--- src/rtl/serial_paralelo_pkg.sv ---
// Shared definitions for the serial-to-parallel receiver and its
// parallel-to-serial transmit stage: alignment symbol, lock depth and
// receiver state encoding.
package serial_paralelo_pkg;

   // Idle / alignment symbol sent by the transmitter whenever it has no data
   localparam logic [7:0] COMMA = 8'hBC;

   // Consecutive byte-aligned COMMA symbols needed before data is accepted
   localparam int unsigned LOCK_COUNT = 4;

   // Receiver alignment states
   typedef enum logic [1:0] {
      HUNT   = 2'b00,
      COUNT  = 2'b01,
      ACTIVE = 2'b10
   } state_t;

endpackage : serial_paralelo_pkg

--- src/rtl/serial_paralelo.sv ---
// Serial-to-parallel receiver with COMMA-based byte alignment.
// HUNT looks for the COMMA at any bit phase, COUNT confirms LOCK_COUNT
// COMMAs on consecutive byte boundaries, and ACTIVE delivers every
// non-COMMA byte on data_out with a one-cycle valid_out strobe. Lock is
// only released by reset.
module serial_paralelo
   import serial_paralelo_pkg::*;
#(
   parameter logic [7:0]  COMMA      = serial_paralelo_pkg::COMMA,
   parameter int unsigned LOCK_COUNT = serial_paralelo_pkg::LOCK_COUNT
) (
   input  logic       clk_32f,
   input  logic       reset,
   input  logic       data_in,
   output logic [7:0] data_out,
   output logic       valid_out,
   output logic       active
);

   localparam int unsigned CNT_W = $clog2(LOCK_COUNT + 1);

   // Only the seven most recent bits are kept: the eighth bit of the shift
   // window would never be read, because the candidate byte already takes
   // the incoming bit straight from data_in.
   logic [6:0]       sr;
   logic [7:0]       cand;
   logic [2:0]       bit_cnt;
   logic [CNT_W-1:0] comma_cnt;
   state_t           state;
   state_t           state_next;
   logic             boundary;
   logic             is_comma;
   logic             lock_hit;

   // Candidate byte and the qualifiers derived from it and the counters
   always_comb begin
      cand     = {sr, data_in};
      is_comma = (cand == COMMA);
      boundary = (bit_cnt == 3'd7);
      lock_hit = (comma_cnt == CNT_W'(LOCK_COUNT - 1));
   end

   // Serial shift register, MSB arrives first
   always_ff @(posedge clk_32f) begin
      if (reset) begin
         sr <= 7'd0;
      end else begin
         sr <= cand[6:0];
      end
   end

   // Bit phase counter: held at zero while hunting, free-running once a
   // COMMA has fixed the byte phase
   always_ff @(posedge clk_32f) begin
      if (reset) begin
         bit_cnt <= 3'd0;
      end else begin
         case (state)
            HUNT:    bit_cnt <= 3'd0;
            COUNT:   bit_cnt <= bit_cnt + 3'd1;
            ACTIVE:  bit_cnt <= bit_cnt + 3'd1;
            default: bit_cnt <= 3'd0;
         endcase
      end
   end

   // Count of COMMAs seen on consecutive byte boundaries
   always_ff @(posedge clk_32f) begin
      if (reset) begin
         comma_cnt <= '0;
      end else begin
         case (state)
            HUNT: begin
               if (is_comma) begin
                  comma_cnt <= CNT_W'(1);
               end else begin
                  comma_cnt <= '0;
               end
            end
            COUNT: begin
               if (boundary) begin
                  if (is_comma) begin
                     comma_cnt <= comma_cnt + CNT_W'(1);
                  end else begin
                     comma_cnt <= '0;
                  end
               end else begin
                  comma_cnt <= comma_cnt;
               end
            end
            ACTIVE:  comma_cnt <= comma_cnt;
            default: comma_cnt <= '0;
         endcase
      end
   end

   // Alignment state register
   always_ff @(posedge clk_32f) begin
      if (reset) begin
         state <= HUNT;
      end else begin
         state <= state_next;
      end
   end

   // Next-state logic; a broken COMMA run sends the receiver back to HUNT
   always_comb begin
      state_next = state;
      case (state)
         HUNT: begin
            if (is_comma) begin
               state_next = COUNT;
            end else begin
               state_next = HUNT;
            end
         end
         COUNT: begin
            if (boundary) begin
               if (!is_comma) begin
                  state_next = HUNT;
               end else if (lock_hit) begin
                  state_next = ACTIVE;
               end else begin
                  state_next = COUNT;
               end
            end else begin
               state_next = COUNT;
            end
         end
         ACTIVE:  state_next = ACTIVE;
         default: state_next = HUNT;
      endcase
   end

   // Registered outputs: data byte capture, valid strobe and lock flag
   always_ff @(posedge clk_32f) begin
      if (reset) begin
         data_out  <= 8'h00;
         valid_out <= 1'b0;
         active    <= 1'b0;
      end else begin
         active <= (state_next == ACTIVE);
         if ((state == ACTIVE) && boundary && !is_comma) begin
            data_out  <= cand;
            valid_out <= 1'b1;
         end else begin
            data_out  <= data_out;
            valid_out <= 1'b0;
         end
      end
   end

endmodule : serial_paralelo
--- config.mk ---
export PLATFORM = sky130hd
export DESIGN_NAME = serial_paralelo
export DESIGN_NICKNAME = d
export VERILOG_FILES = /design/src/rtl/serial_paralelo_pkg.sv /design/src/rtl/serial_paralelo.sv
export SDC_FILE = /design/constraint.sdc
export NUM_CORES = 1
export LEC_CHECK = 0
export ABC_AREA = 0
export CAP_MARGIN = 0
export CORE_MARGIN = 3
export CORE_UTILIZATION = 50
export DETAILED_ROUTE_END_ITERATION = 6
export DONT_BUFFER_PORTS = 1
export GPL_ROUTABILITY_DRIVEN = 0
export SLEW_MARGIN = 5
export SYNTH_ARGS = -nofsm -noshare
export SYNTH_HDL_FRONTEND = slang
export SYNTH_SLANG_ARGS = --single-unit
--- constraint.sdc ---
create_clock -name clk_32f -period 2.8 [get_ports clk_32f]
set_input_delay 0.84 -clock clk_32f [delete_from_list [all_inputs] [get_ports clk_32f]]
set_output_delay 0.84 -clock clk_32f [all_outputs]
set_load 0.05 [all_outputs]
After elaboration in Yosys (flattened, before gate mapping) --
Cells that the tools add are included.
Storage, ports and cells: input port bits 3, flip-flop bits (word level) 25
Cells by class: bitwise logic cells 2, add/subtract/negate cells 2, mux-type cells 10, reductions and logical operators 7, eq/ne operators 7
Operators by type and width (count):
- 3-bit case mux with 3 select lines | 1
- 8-bit == test, second input constant | 1
- 3-bit by 1-bit adder with 3-bit output, second input constant | 2
- 2-bit 2-to-1 mux | 3
- 3-bit 2-to-1 mux | 2
- 2-bit case mux with 3 select lines | 1
- 2-bit == test, second input constant | 2
- 2-bit OR reduction | 2
- 3-bit by 2-bit == test with 1-bit output, second input constant | 1
- 3-bit == test, second input constant | 1
- 1-bit 2-to-1 mux | 3
- 2-bit by 1-bit == test with 1-bit output, second input constant | 1
- 1-bit logical AND | 2
- 2-bit logical NOT | 1
- 2-bit inequality test, second input constant | 1
- 1-bit NOT | 2
- 2-bit AND reduction | 1
- 1-bit logical NOT | 1

Logic depth before layout (Yosys ltp) --
depth after elaboration 6, depth in mapped cells 7, mapped depth without buffers 6

Worst setup path before layout --
OpenSTA, ideal clock, no wires.
path kind input-to-reg, from input port data_in, to register comma_cnt[1], setup slack 1.015 ns, cell stages on the path 4, arrival 1.715 ns, setup time 0.071 ns, path buffers 0, cells stage by stage nor2_1 > nand4_2 > or4_1 > a21oi_1
Between the ends: longest elaborated chain between the ends 4
Ends and longest elaborated chain:
- start: declaration | RTL line serial_paralelo.sv:14 | input logic data_in,
- 8-bit == test | RTL line serial_paralelo.sv:38 | is_comma = (cand == COMMA);
- 3-bit 2-to-1 mux | RTL line serial_paralelo.sv:82 | if (is_comma) begin
- 3-bit 2-to-1 mux | RTL line serial_paralelo.sv:81 | if (boundary) begin
- 3-bit case mux with 3 select lines | RTL line serial_paralelo.sv:72 | case (state)
- end signal: assignment | RTL line serial_paralelo.sv:83 | comma_cnt <= comma_cnt + CNT_W'(1);
- end signal: assignment | RTL line serial_paralelo.sv:88 | comma_cnt <= comma_cnt;
- end signal: assignment | RTL line serial_paralelo.sv:91 | ACTIVE: comma_cnt <= comma_cnt;
- end: declaration | RTL line serial_paralelo.sv:28 | logic [CNT_W-1:0] comma_cnt;
Every way passes these cells. The select of a mux whose other input is x is not followed. A chain may end at the register's enable or synchronous reset.

Worst setup path after layout --
from register data_out[0], to output port data_out[0]
RTL lines:
- start: declaration | RTL line serial_paralelo.sv:15 | output logic [7:0] data_out,
- start signal: assignment | RTL line serial_paralelo.sv:144 | data_out <= cand;
- start signal: assignment | RTL line serial_paralelo.sv:147 | data_out <= data_out;
No word-level cell between the ends.

==> metrics.cfg <==
[power_and_ir_drop]
pwr_density_cell_nw_per_um2=505.7
max-vdd-ir-drop_v=0.0003605
leakage_nw=0.4061

[grt]
grt_pass1_vias=532
use_met2=0.1630
use_met3=0.06344
grt_use_total=0.1211
grt_use_met1=0.1682
grt-busiest-layer=met1
grt_pass1_wl_mm=2.332
grt_max_degree=26
antenna_found_initial=0
grt_overflow=0

[placed_design]
numPortBuffers=0
place_area_um2=999.7
hpwlAfterDp_um=960.2
dp_cells=117

[synth]
yosysSeqAreaShare=0.5141
ys.flop_type=dfxtp_1
synthCells=94
yosys.area.top_type_share=0.5141
synth.net_count=105
yosys_warnings=0
synth_top_cell_by_area=dfxtp_1
yosysUniqueCellTypes=21
netlist_top_cells_area=dfxtp_1, ha_1, mux2i_1, nor2b_1, nor2_1
synth_area_um2=973.4
yosysMostFrequentCell=dfxtp_1
async_flop_share=0
yosys-top-cells-count=dfxtp_1, nor2_1, ha_1, mux2i_1, nor2b_1
synth-edff-count=0
avgSynthCellArea_um2=10.36
ys_seq_elements=25

[worst_setup_path]
startpoint_type=register
critPathArrivalTime_ns=0.98
critPathKind=register to output port
critPathMaxFanout=2
end_kind=output port
crit_required_ns=1.96

[routing]
drc=0
via_count=610
dr.pass1.iters=3
drtIter0Drc=3
vias_per_cell=5.041
ant_nets=0
avgRoutedWirePerCell_um=11.15
wirelength_mm=1.349

[clock_network]
clock_path_buffers=2
h-tree-depth=1
cts_hold_buf=0
insertion_delay_ns=0.31
cts.sinks=25
cts_setup_buffers=0
cts_tree=built
cts_root_buf=clkbuf_4
cts-resized-gates=0
path_clk_slew_ns=0.14
cts_buffers=3

[sta]
whs_ns=0.4344
slew_viol_final=0
tns_ns=0
fmax_mhz=548.7
setup_viol=0
fin_crit_ns=1.822
finalHoldViolCount=0
period_share=0.6508
finClkSkew_ns=0.01274
worstMarginPinSlew_ns=0.5102
rsz0062_at_grt=no
max-slew-margin-rel=0.6594

[floorplan]
chipHeight_um=50.13
initial_utilization=0.5460
core_um2=1783
io_pins=13
dieArea_um2=2513
dieWidth_um=50.13
row_count=15

[final_layout]
fin_nets=108
final_core_util=0.5761
drive_gt1_frac=0.06250
final_area_um2=1027
n_antenna_cell=0
syn_to_final_growth_pct=5.527
layout.cells.non_filler=121

[run]
maxCapViolations=0

[min_path]
worstHoldPathType=register to register

[outcome]
outcome=finished, final reports clean

==> final cells by class <==
class	instances	area, um2
clock buffer	3	22.52
inverter	7	26.28
multi-input combinational	59	434.2
timing repair buffer	1	7.507
clock inverter	1	5.005
sequential	25	500.5
tap	25	31.28
fill	151	755.7
==> worst register-to-register path: stages, from the launching register on <==
cell and delay [ns]:
dfxtp_1 0.38, ha_1 0.16, ha_1 0.14, inv_1 0.05
or4_1 0.50, o32ai_1 0.17, and3_1 0.20
==> metal layers <==
metal  vias up  part of all wire
met1       272              0.55
met5         -                 0
met3         2             0.051
met2        12              0.39
met4         0            0.0074
li1        324                 -
==> registers in the layout (all words and copies together) (netlist names) <==
name and cells:
comma_cnt 3, bit_cnt 3, valid_out 1, data_out 8, state 2, sr 7
active 1
==> where the power goes <==
| group | total (mW) | internal, mW | switching, mW | leakage (nW) |
|---|---|---|---|---|
| clock network | 0.157 | 0.0533 | 0.103 | 0.0177 |
| logic | 0.00302 | 0.00204 | 0.000983 | 0.187 |
| registers | 0.360 | 0.358 | 0.00191 | 0.202 |
| total | 0.519 | 0.413 | 0.106 | 0.406 |
==> cells in the final DEF, fill, tap and decap left out, drive strengths merged <==
cell / instances
a41oi: 1
clkbuf: 3
nor2b: 8
a21oi: 6
a21o: 1
and3b: 2
and4b: 1
nand3b: 1
nand2: 5
or4: 3
nand4: 1
or3: 2
and3: 1
dfxtp: 25
nor3b: 1
ha: 8
buf: 1
inv: 7
mux2i: 8
nor2: 9
o32ai: 1
clkinv: 1
==> per-stage QoR <==
step / total power [mW] / setup slack [ns]
finish: 0.5194 / 0.9776
global route: 0.5351 / 0.9445
CTS: 0.5255 / 0.9657
detailed placement: 0.3708 / 0.9397
global placement: 0.3708 / 0.9462
floorplan: 0.3734 / 1.015
==> cells by family after synthesis <==
| kind of cell | count (synthesis) | share of synthesized area |
|---|---|---|
| simple gates | 34 | 0.2044 |
| mux | 8 | 0.08227 |
| compound gates | 9 | 0.05656 |
| fa+ha+maj | 8 | 0.1028 |
| flops | 25 | 0.5141 |
| buf+inv | 10 | 0.03985 |
==> path summary, 6_finish.rpt <==
kind | start | endpoint | slack (ns) | depth (start not counted)
setup / recovery | data_out[0]$_SDFFE_PP0P_ | data_out[0] | 0.98 | 0
hold / removal | bit_cnt[0]$_SDFF_PP0_ | bit_cnt[0]$_SDFF_PP0_ | 0.43 | 1
setup reg to reg | comma_cnt[0]$_SDFFE_PP0P_ | active$_SDFF_PP0_ | 1.17 | 6
hold reg to reg | bit_cnt[0]$_SDFF_PP0_ | bit_cnt[0]$_SDFF_PP0_ | 0.43 | 1
No activity file was read; power rests on OpenSTA's default activity.
